[src/rtl/gcm_seq.sv]
// gcm_seq: message sequencer driving the gcm core strobe interface.
// Converts a typed valid/ready block stream (IV/AAD/DATA + last) into
// registered gcm_*_vld / gcm_end pulses, enforces message ordering, and
// closes each message by waiting for the core tag and checking that
// every issued AAD/DATA block produced a core data-valid.
module gcm_seq #(
    parameter int unsigned IV_GAP   = 1,
    parameter int unsigned TAG_TO   = 64,
    parameter int unsigned KEY_WAIT = 12
) (
    input  logic         clk,
    input  logic         rst_n,
    input  logic         key_vld_i,
    input  logic [127:0] key_i,
    input  logic         s_vld_i,
    output logic         s_rdy_o,
    input  logic [1:0]   s_type_i,
    input  logic         s_last_i,
    input  logic [127:0] s_data_i,
    output logic         gcm_key_vld_o,
    output logic [127:0] gcm_key_o,
    output logic         gcm_iv_vld_o,
    output logic         gcm_aad_vld_o,
    output logic         gcm_data_vld_o,
    output logic         gcm_end_o,
    output logic [127:0] gcm_data_o,
    input  logic         gcm_dvld_i,
    input  logic         gcm_tag_vld_i,
    output logic         busy_o,
    output logic         done_o,
    output logic         err_o
);

    localparam int unsigned KW = $clog2(KEY_WAIT + 2);
    localparam int unsigned GW = $clog2(IV_GAP + 2);
    localparam int unsigned TW = $clog2(TAG_TO + 2);

    localparam logic [1:0] TYPE_IV   = 2'b00;
    localparam logic [1:0] TYPE_AAD  = 2'b01;
    localparam logic [1:0] TYPE_DATA = 2'b10;
    localparam logic [1:0] TYPE_RSV  = 2'b11;

    typedef enum logic [2:0] {
        S_IDLE,
        S_IV_GAP,
        S_AAD,
        S_DATA,
        S_END,
        S_WAIT_TAG
    } state_t;

    state_t          state;
    state_t          state_nx;

    logic            key_ok;
    logic [KW-1:0]   key_cnt;
    logic [GW-1:0]   gap_cnt;
    logic            iv_last;
    logic [TW-1:0]   to_cnt;
    logic [15:0]     in_cnt;
    logic [15:0]     out_cnt;

    logic            accept;
    logic            is_iv;
    logic            is_aad;
    logic            is_data;
    logic            is_rsv;
    logic            tag_match;
    logic            tag_expire;
    logic            gap_done;

    logic            key_nx;
    logic            iv_nx;
    logic            aad_nx;
    logic            data_nx;
    logic            end_nx;
    logic            done_nx;
    logic            err_nx;

    // Upstream ready is a pure function of state and key readiness
    always_comb begin
        case (state)
            S_IDLE:        s_rdy_o = key_ok;
            S_AAD, S_DATA: s_rdy_o = 1'b1;
            default:       s_rdy_o = 1'b0;
        endcase
    end

    assign accept     = s_vld_i & s_rdy_o;
    assign is_iv      = accept & (s_type_i == TYPE_IV);
    assign is_aad     = accept & (s_type_i == TYPE_AAD);
    assign is_data    = accept & (s_type_i == TYPE_DATA);
    assign is_rsv     = accept & (s_type_i == TYPE_RSV);
    assign busy_o     = (state != S_IDLE);
    assign tag_match  = (out_cnt == in_cnt);
    assign tag_expire = (to_cnt <= TW'(1));
    // Leaving at count<=1 makes exactly IV_GAP idle cycles follow the IV strobe
    assign gap_done   = (gap_cnt <= GW'(1));

    // State register
    always_ff @(posedge clk) begin
        if (!rst_n) state <= S_IDLE;
        else        state <= state_nx;
    end

    // Next-state logic: ordering rules, aborts and message completion
    always_comb begin
        state_nx = state;
        case (state)
            S_IDLE: begin
                if (is_iv) state_nx = S_IV_GAP;
            end
            S_IV_GAP: begin
                if (gap_done) state_nx = iv_last ? S_END : S_AAD;
            end
            S_AAD: begin
                if (is_iv)        state_nx = S_IDLE;
                else if (is_aad)  state_nx = s_last_i ? S_END : S_AAD;
                else if (is_data) state_nx = s_last_i ? S_END : S_DATA;
            end
            S_DATA: begin
                if (is_iv || is_aad)       state_nx = S_IDLE;
                else if (is_data && s_last_i) state_nx = S_END;
            end
            S_END: begin
                state_nx = S_WAIT_TAG;
            end
            S_WAIT_TAG: begin
                if (gcm_tag_vld_i || tag_expire) state_nx = S_IDLE;
            end
            default: state_nx = S_IDLE;
        endcase
    end

    // Output decode: next values of the registered strobes and status pulses
    always_comb begin
        key_nx  = (state == S_IDLE) & key_vld_i;
        iv_nx   = (state == S_IDLE) & is_iv;
        aad_nx  = (state == S_AAD) & is_aad;
        data_nx = ((state == S_AAD) | (state == S_DATA)) & is_data;
        end_nx  = (state == S_END);
        done_nx = (state == S_WAIT_TAG) & gcm_tag_vld_i & tag_match;
        err_nx  = 1'b0;
        if (key_vld_i && (state != S_IDLE))                 err_nx = 1'b1;
        if (is_rsv)                                         err_nx = 1'b1;
        if ((state == S_IDLE) && accept && !is_iv)          err_nx = 1'b1;
        if ((state == S_AAD) && is_iv)                      err_nx = 1'b1;
        if ((state == S_DATA) && (is_iv || is_aad))         err_nx = 1'b1;
        if (state == S_WAIT_TAG) begin
            if (gcm_tag_vld_i) err_nx = !tag_match;
            else if (tag_expire) err_nx = 1'b1;
        end
    end

    // Output register: one-cycle strobes, payload and key hold between strobes
    always_ff @(posedge clk) begin
        if (!rst_n) begin
            gcm_key_vld_o  <= 1'b0;
            gcm_key_o      <= '0;
            gcm_iv_vld_o   <= 1'b0;
            gcm_aad_vld_o  <= 1'b0;
            gcm_data_vld_o <= 1'b0;
            gcm_end_o      <= 1'b0;
            gcm_data_o     <= '0;
            done_o         <= 1'b0;
            err_o          <= 1'b0;
        end else begin
            gcm_key_vld_o  <= key_nx;
            gcm_iv_vld_o   <= iv_nx;
            gcm_aad_vld_o  <= aad_nx;
            gcm_data_vld_o <= data_nx;
            gcm_end_o      <= end_nx;
            done_o         <= done_nx;
            err_o          <= err_nx;
            if (key_nx) gcm_key_o <= key_i;
            if (iv_nx || aad_nx || data_nx) gcm_data_o <= s_data_i;
        end
    end

    // Key expansion wait: key_ok rises once the counter runs down to zero
    always_ff @(posedge clk) begin
        if (!rst_n) begin
            key_ok  <= 1'b0;
            key_cnt <= '0;
        end else if (key_nx) begin
            key_cnt <= KW'(KEY_WAIT);
            key_ok  <= (KEY_WAIT == 0);
        end else if (key_cnt != '0) begin
            key_cnt <= key_cnt - KW'(1);
            if (key_cnt == KW'(1)) key_ok <= 1'b1;
        end
    end

    // IV gap counter and empty-message flag captured with the IV
    always_ff @(posedge clk) begin
        if (!rst_n) begin
            gap_cnt <= '0;
            iv_last <= 1'b0;
        end else if (iv_nx) begin
            gap_cnt <= GW'(IV_GAP);
            iv_last <= s_last_i;
        end else if ((state == S_IV_GAP) && (gap_cnt != '0)) begin
            gap_cnt <= gap_cnt - GW'(1);
        end
    end

    // Tag timeout: loaded in END, runs down while waiting for the tag
    always_ff @(posedge clk) begin
        if (!rst_n) begin
            to_cnt <= '0;
        end else if (state == S_END) begin
            to_cnt <= TW'(TAG_TO);
        end else if ((state == S_WAIT_TAG) && (to_cnt != '0)) begin
            to_cnt <= to_cnt - TW'(1);
        end
    end

    // Issued-block and returned-data counters, cleared at each new IV
    always_ff @(posedge clk) begin
        if (!rst_n) begin
            in_cnt  <= '0;
            out_cnt <= '0;
        end else begin
            if (iv_nx) in_cnt <= '0;
            else if (aad_nx || data_nx) in_cnt <= in_cnt + 16'd1;
            if (iv_nx) out_cnt <= '0;
            else if ((state != S_IDLE) && gcm_dvld_i) out_cnt <= out_cnt + 16'd1;
        end
    end

endmodule

[config.mk]
export PLATFORM = sky130hd
export DESIGN_NAME = gcm_seq
export DESIGN_NICKNAME = d
export VERILOG_FILES = /design/src/rtl/gcm_seq.sv
export SDC_FILE = /design/constraint.sdc
export NUM_CORES = 1
export LEC_CHECK = 0
export BUFFER_PORTS_ARGS = -buffer_cell sky130_fd_sc_hd__buf_4
export CORE_AREA = 2 2 203 205
export CTS_CLUSTER_DIAMETER = 120
export DETAILED_ROUTE_END_ITERATION = 12
export DIE_AREA = 0 0 205 207
export GPL_ROUTABILITY_DRIVEN = 0
export PLACE_DENSITY = 0.56
export SLEW_MARGIN = 20
export SYNTH_ARGS = -nofsm -noshare
export SYNTH_HDL_FRONTEND = slang
export SYNTH_SLANG_ARGS = --single-unit
export TNS_END_PERCENT = 50
[constraint.sdc]
create_clock -name clk -period 5.35 [get_ports clk]
set_input_delay 0.535 -clock clk [delete_from_list [all_inputs] [get_ports clk]]
set_output_delay 0.535 -clock clk [all_outputs]
set_load 0.05 [all_outputs]
==> impl_metrics.yaml <==
status:
  status: "complete, no violations"
job:
  cap_violations: 0
placement:
  pre_cts_ws_ns: 2.36
  portBuffers: 529
  hpwlAfterDp_um: 29700
  placed_cells: 2427
cts:
  cts.sinks: 313
  htree_levels: 2
  clk_pin_slew_worst_paths_ns: 0.06
  cts_root_buffer: "clkbuf_16"
  cts_buffer_depth: 3
  ctsHoldBuffers: 0
  post_cts_resized: 0
  numCtsBuffers: 37
  post_cts_buffers: 0
  tritoncts: "done"
  insertion_delay_ns: 0.54
worst_setup_path:
  path_cells: "nor3_2 -> inv_2 -> nor3_1 -> o21a_4 -> buf_12 -> nand2_1 -> a21oi_1"
  ff2ff_path_depth: 7
  max_stage_delay_ns: 0.81
  cp_slowest_cell: "o21a_4"
  rrSetupSlack_ns: 2.32
  start_kind: "flop"
  r2r-start: "state[1]$_SDFFE_PN0P_"
  cp_max_fo: 84
  crit_type: "reg2reg"
  rr_endpoint: "gcm_data_o[40]$_SDFFE_PN0P_"
  arrival_ns: 3.49
  required_ns: 5.81
  end_kind: "flop"
layout:
  fillCellCount: 4114
  area.growth.synth_to_final_pct: 48.4
  drive_gt1_frac: 0.311
  num-nets-final: 2208
  final_common_cell: "nand2_1"
  layout_common_cells: "537 x nand2_1, 533 x buf_4, 313 x dfxtp_1"
  instances_no_fill: 2492
sta:
  fin_tns_setup_ns: 0
  fin_crit_ns: 3.03
  worst_slew_pin_slew_ns: 1.03
  rsz0062_at_grt: "false"
  finalClockSkew_ns: 0.0101
  hold_viol: 0
  fin_ws_ns: 2.32
  final-setup-viol-count: 0
  relSlewSlack: 0.315
  period_share: 0.566
  max_freq_ghz: 0.330
  finalMaxSlewViolations: 0
floorplanning:
  core.rowCount: 74
  die_w_um: 205
  ios: 530
  start_util: 0.287
  die_area_um2: 42400
  die_h_um: 207
  design.core.area_um2: 40400
global_route:
  grt_pass1_vias: 10800
  antenna_found_initial: 5
  grt_max_degree: 143
  met3_usage: 0.0728
  grtUsageMet1: 0.214
  grt_busiest_layer: "met2"
  grt_pass1_wl_um: 61800
  overflow: 0
  met2_usage: 0.303
  grt_usage: 0.186
synth:
  ys_seq_area_frac: 0.541
  synth-edff-count: 0
  synth_area_per_cell_um2: 7.98
  synth_cell_types: 50
  ys_ff_latch: 313
  synth_top_flop_cell: "dfxtp_1"
  async_flop_share: 0
  yosysWarnings: 0
  synth_nets: 1727
  synth_cells: 1453
  syn_area_um2: 11600
detailed_routing:
  wl_per_cell_um: 16.6
  drtIter0Drc: 709
  drc: 0
  vias_per_cell: 4.57
  ant_nets: 0
  drt-total-wl_um: 41400
  via_count: 11400
  first_pass_iters: 5
worst_hold_path:
  min_to: "gcm_data_o[62]$_SDFFE_PN0P_"
  hold_depth: 3
  worstHoldStart: "s_data_i[62]"
  hold_path_class: "in2reg"
power:
  power-per-cell-area_nw_per_um2: 324
  cellLeakagePower_nw: 7.26
  peakVddDrop_mv: 0.208
## worst max-delay path by stage
| stage | from | end | slack [ns] |
|---|---|---|---|
| floorplan | s_type_i[1] | gcm_data_o[125]$_SDFFE_PN0P_ | 3.42 |
| global placement | s_type_i[1] | gcm_data_o[9]$_SDFFE_PN0P_ | 2.45 |
| detailed placement | state[1]$_SDFFE_PN0P_ | gcm_data_o[65]$_SDFFE_PN0P_ | 2.36 |
| CTS | state[1]$_SDFFE_PN0P_ | gcm_data_o[65]$_SDFFE_PN0P_ | 2.35 |
| global route | state[1]$_SDFFE_PN0P_ | gcm_data_o[42]$_SDFFE_PN0P_ | 2.09 |
| finish | state[1]$_SDFFE_PN0P_ | gcm_data_o[40]$_SDFFE_PN0P_ | 2.32 |
## metal layers
layer,part of all wire,vias up
met5,0.00044,-
met4,0.038,2
met3,0.099,71
met2,0.47,438
met1,0.40,5201
li1,-,5686
## final cells by class
class                           count  area, um2  area share
Sequential cell                   313       6270       0.364
Antenna cell                        4       10.0    0.000582
Clock buffer                       50       1090      0.0632
Inverter                           15       63.8     0.00371
Multi-Input combinational cell   1031       4910       0.285
Tap cell                          532        666      0.0387
Clock inverter                     11        136     0.00793
Timing Repair Buffer              536       4060       0.236
## where the power goes
part,internal (mW),leakage [nW],switching (mW)
logic,0.236,4.11,0.376
registers,2.39,2.55,0.0323
clock network,1.56,0.606,0.979
## stage by stage
step                      area (um2)  hold slack [ns]  total power, mW   util
after floorplan                11600            0.429             2.79      -
after global placement         16000            0.442             3.08  0.395
after detailed placement       16000            0.447             3.09  0.395
after CTS                      17200            0.198             5.66  0.426
after global routing           17200            0.212             5.79  0.426
final                          17200            0.239             5.57  0.426
## synth_stat cells (3+ instances only)
cell type / n / area share
nand2b_1: 4 / 0.0022
a31oi_1: 3 / 0.0016
xor2_1: 20 / 0.015
nor2b_1: 4 / 0.0022
clkbuf_1: 65 / 0.021
and3_1: 3 / 0.0016
nor4_1: 4 / 0.0022
buf_1: 5 / 0.0016
ha_1: 9 / 0.0097
nand3b_1: 3 / 0.0019
nor3_1: 16 / 0.0069
nand2_1: 539 / 0.17
nor2_1: 59 / 0.019
nand3_1: 18 / 0.0078
and4_1: 3 / 0.0023
a211oi_1: 3 / 0.0019
inv_1: 13 / 0.0042
a21oi_1: 266 / 0.11
buf_2: 22 / 0.0095
dfxtp_1: 313 / 0.54
nand4_1: 12 / 0.0065
xnor2_1: 32 / 0.024
mux2i_1: 3 / 0.0026
## registers in the layout, indices dropped and copies added, names as in the netlist
name,cells
done_o,1
err_o,1
gap_cnt,2
gcm_aad_vld_o,1
gcm_data_o,128
gcm_data_vld_o,1
gcm_end_o,1
gcm_iv_vld_o,1
gcm_key_o,128
gcm_key_vld_o,1
in_cnt,16
iv_last,1
key_cnt,4
key_ok,1
out_cnt,16
state,3
to_cnt,7
## critical path, delay by kind of cell, from the launching register on
| family | cells | cell delay [ns] |
|---|---|---|
| and+or+nand+nor | 3 | 1.00 |
| DFF | 1 | 0.45 |
| AOI/OAI and AO/OA | 2 | 0.93 |
| buffers and inverters | 2 | 0.45 |
## cell families (layout without fill, tap and decap cells)
family          count (synthesis)  in the layout  share of synthesized area
other cells                     0              4                          0
compound gates                292            292                      0.133
simple gates                  675            675                      0.237
buf+inv                       109            612                     0.0383
xor+xnor                       52             52                     0.0393
fa+ha+maj                       9              9                    0.00972
flops                         313            313                      0.541
mux                             3              3                    0.00259
Note: power is estimated with default switching activity, not from simulation.
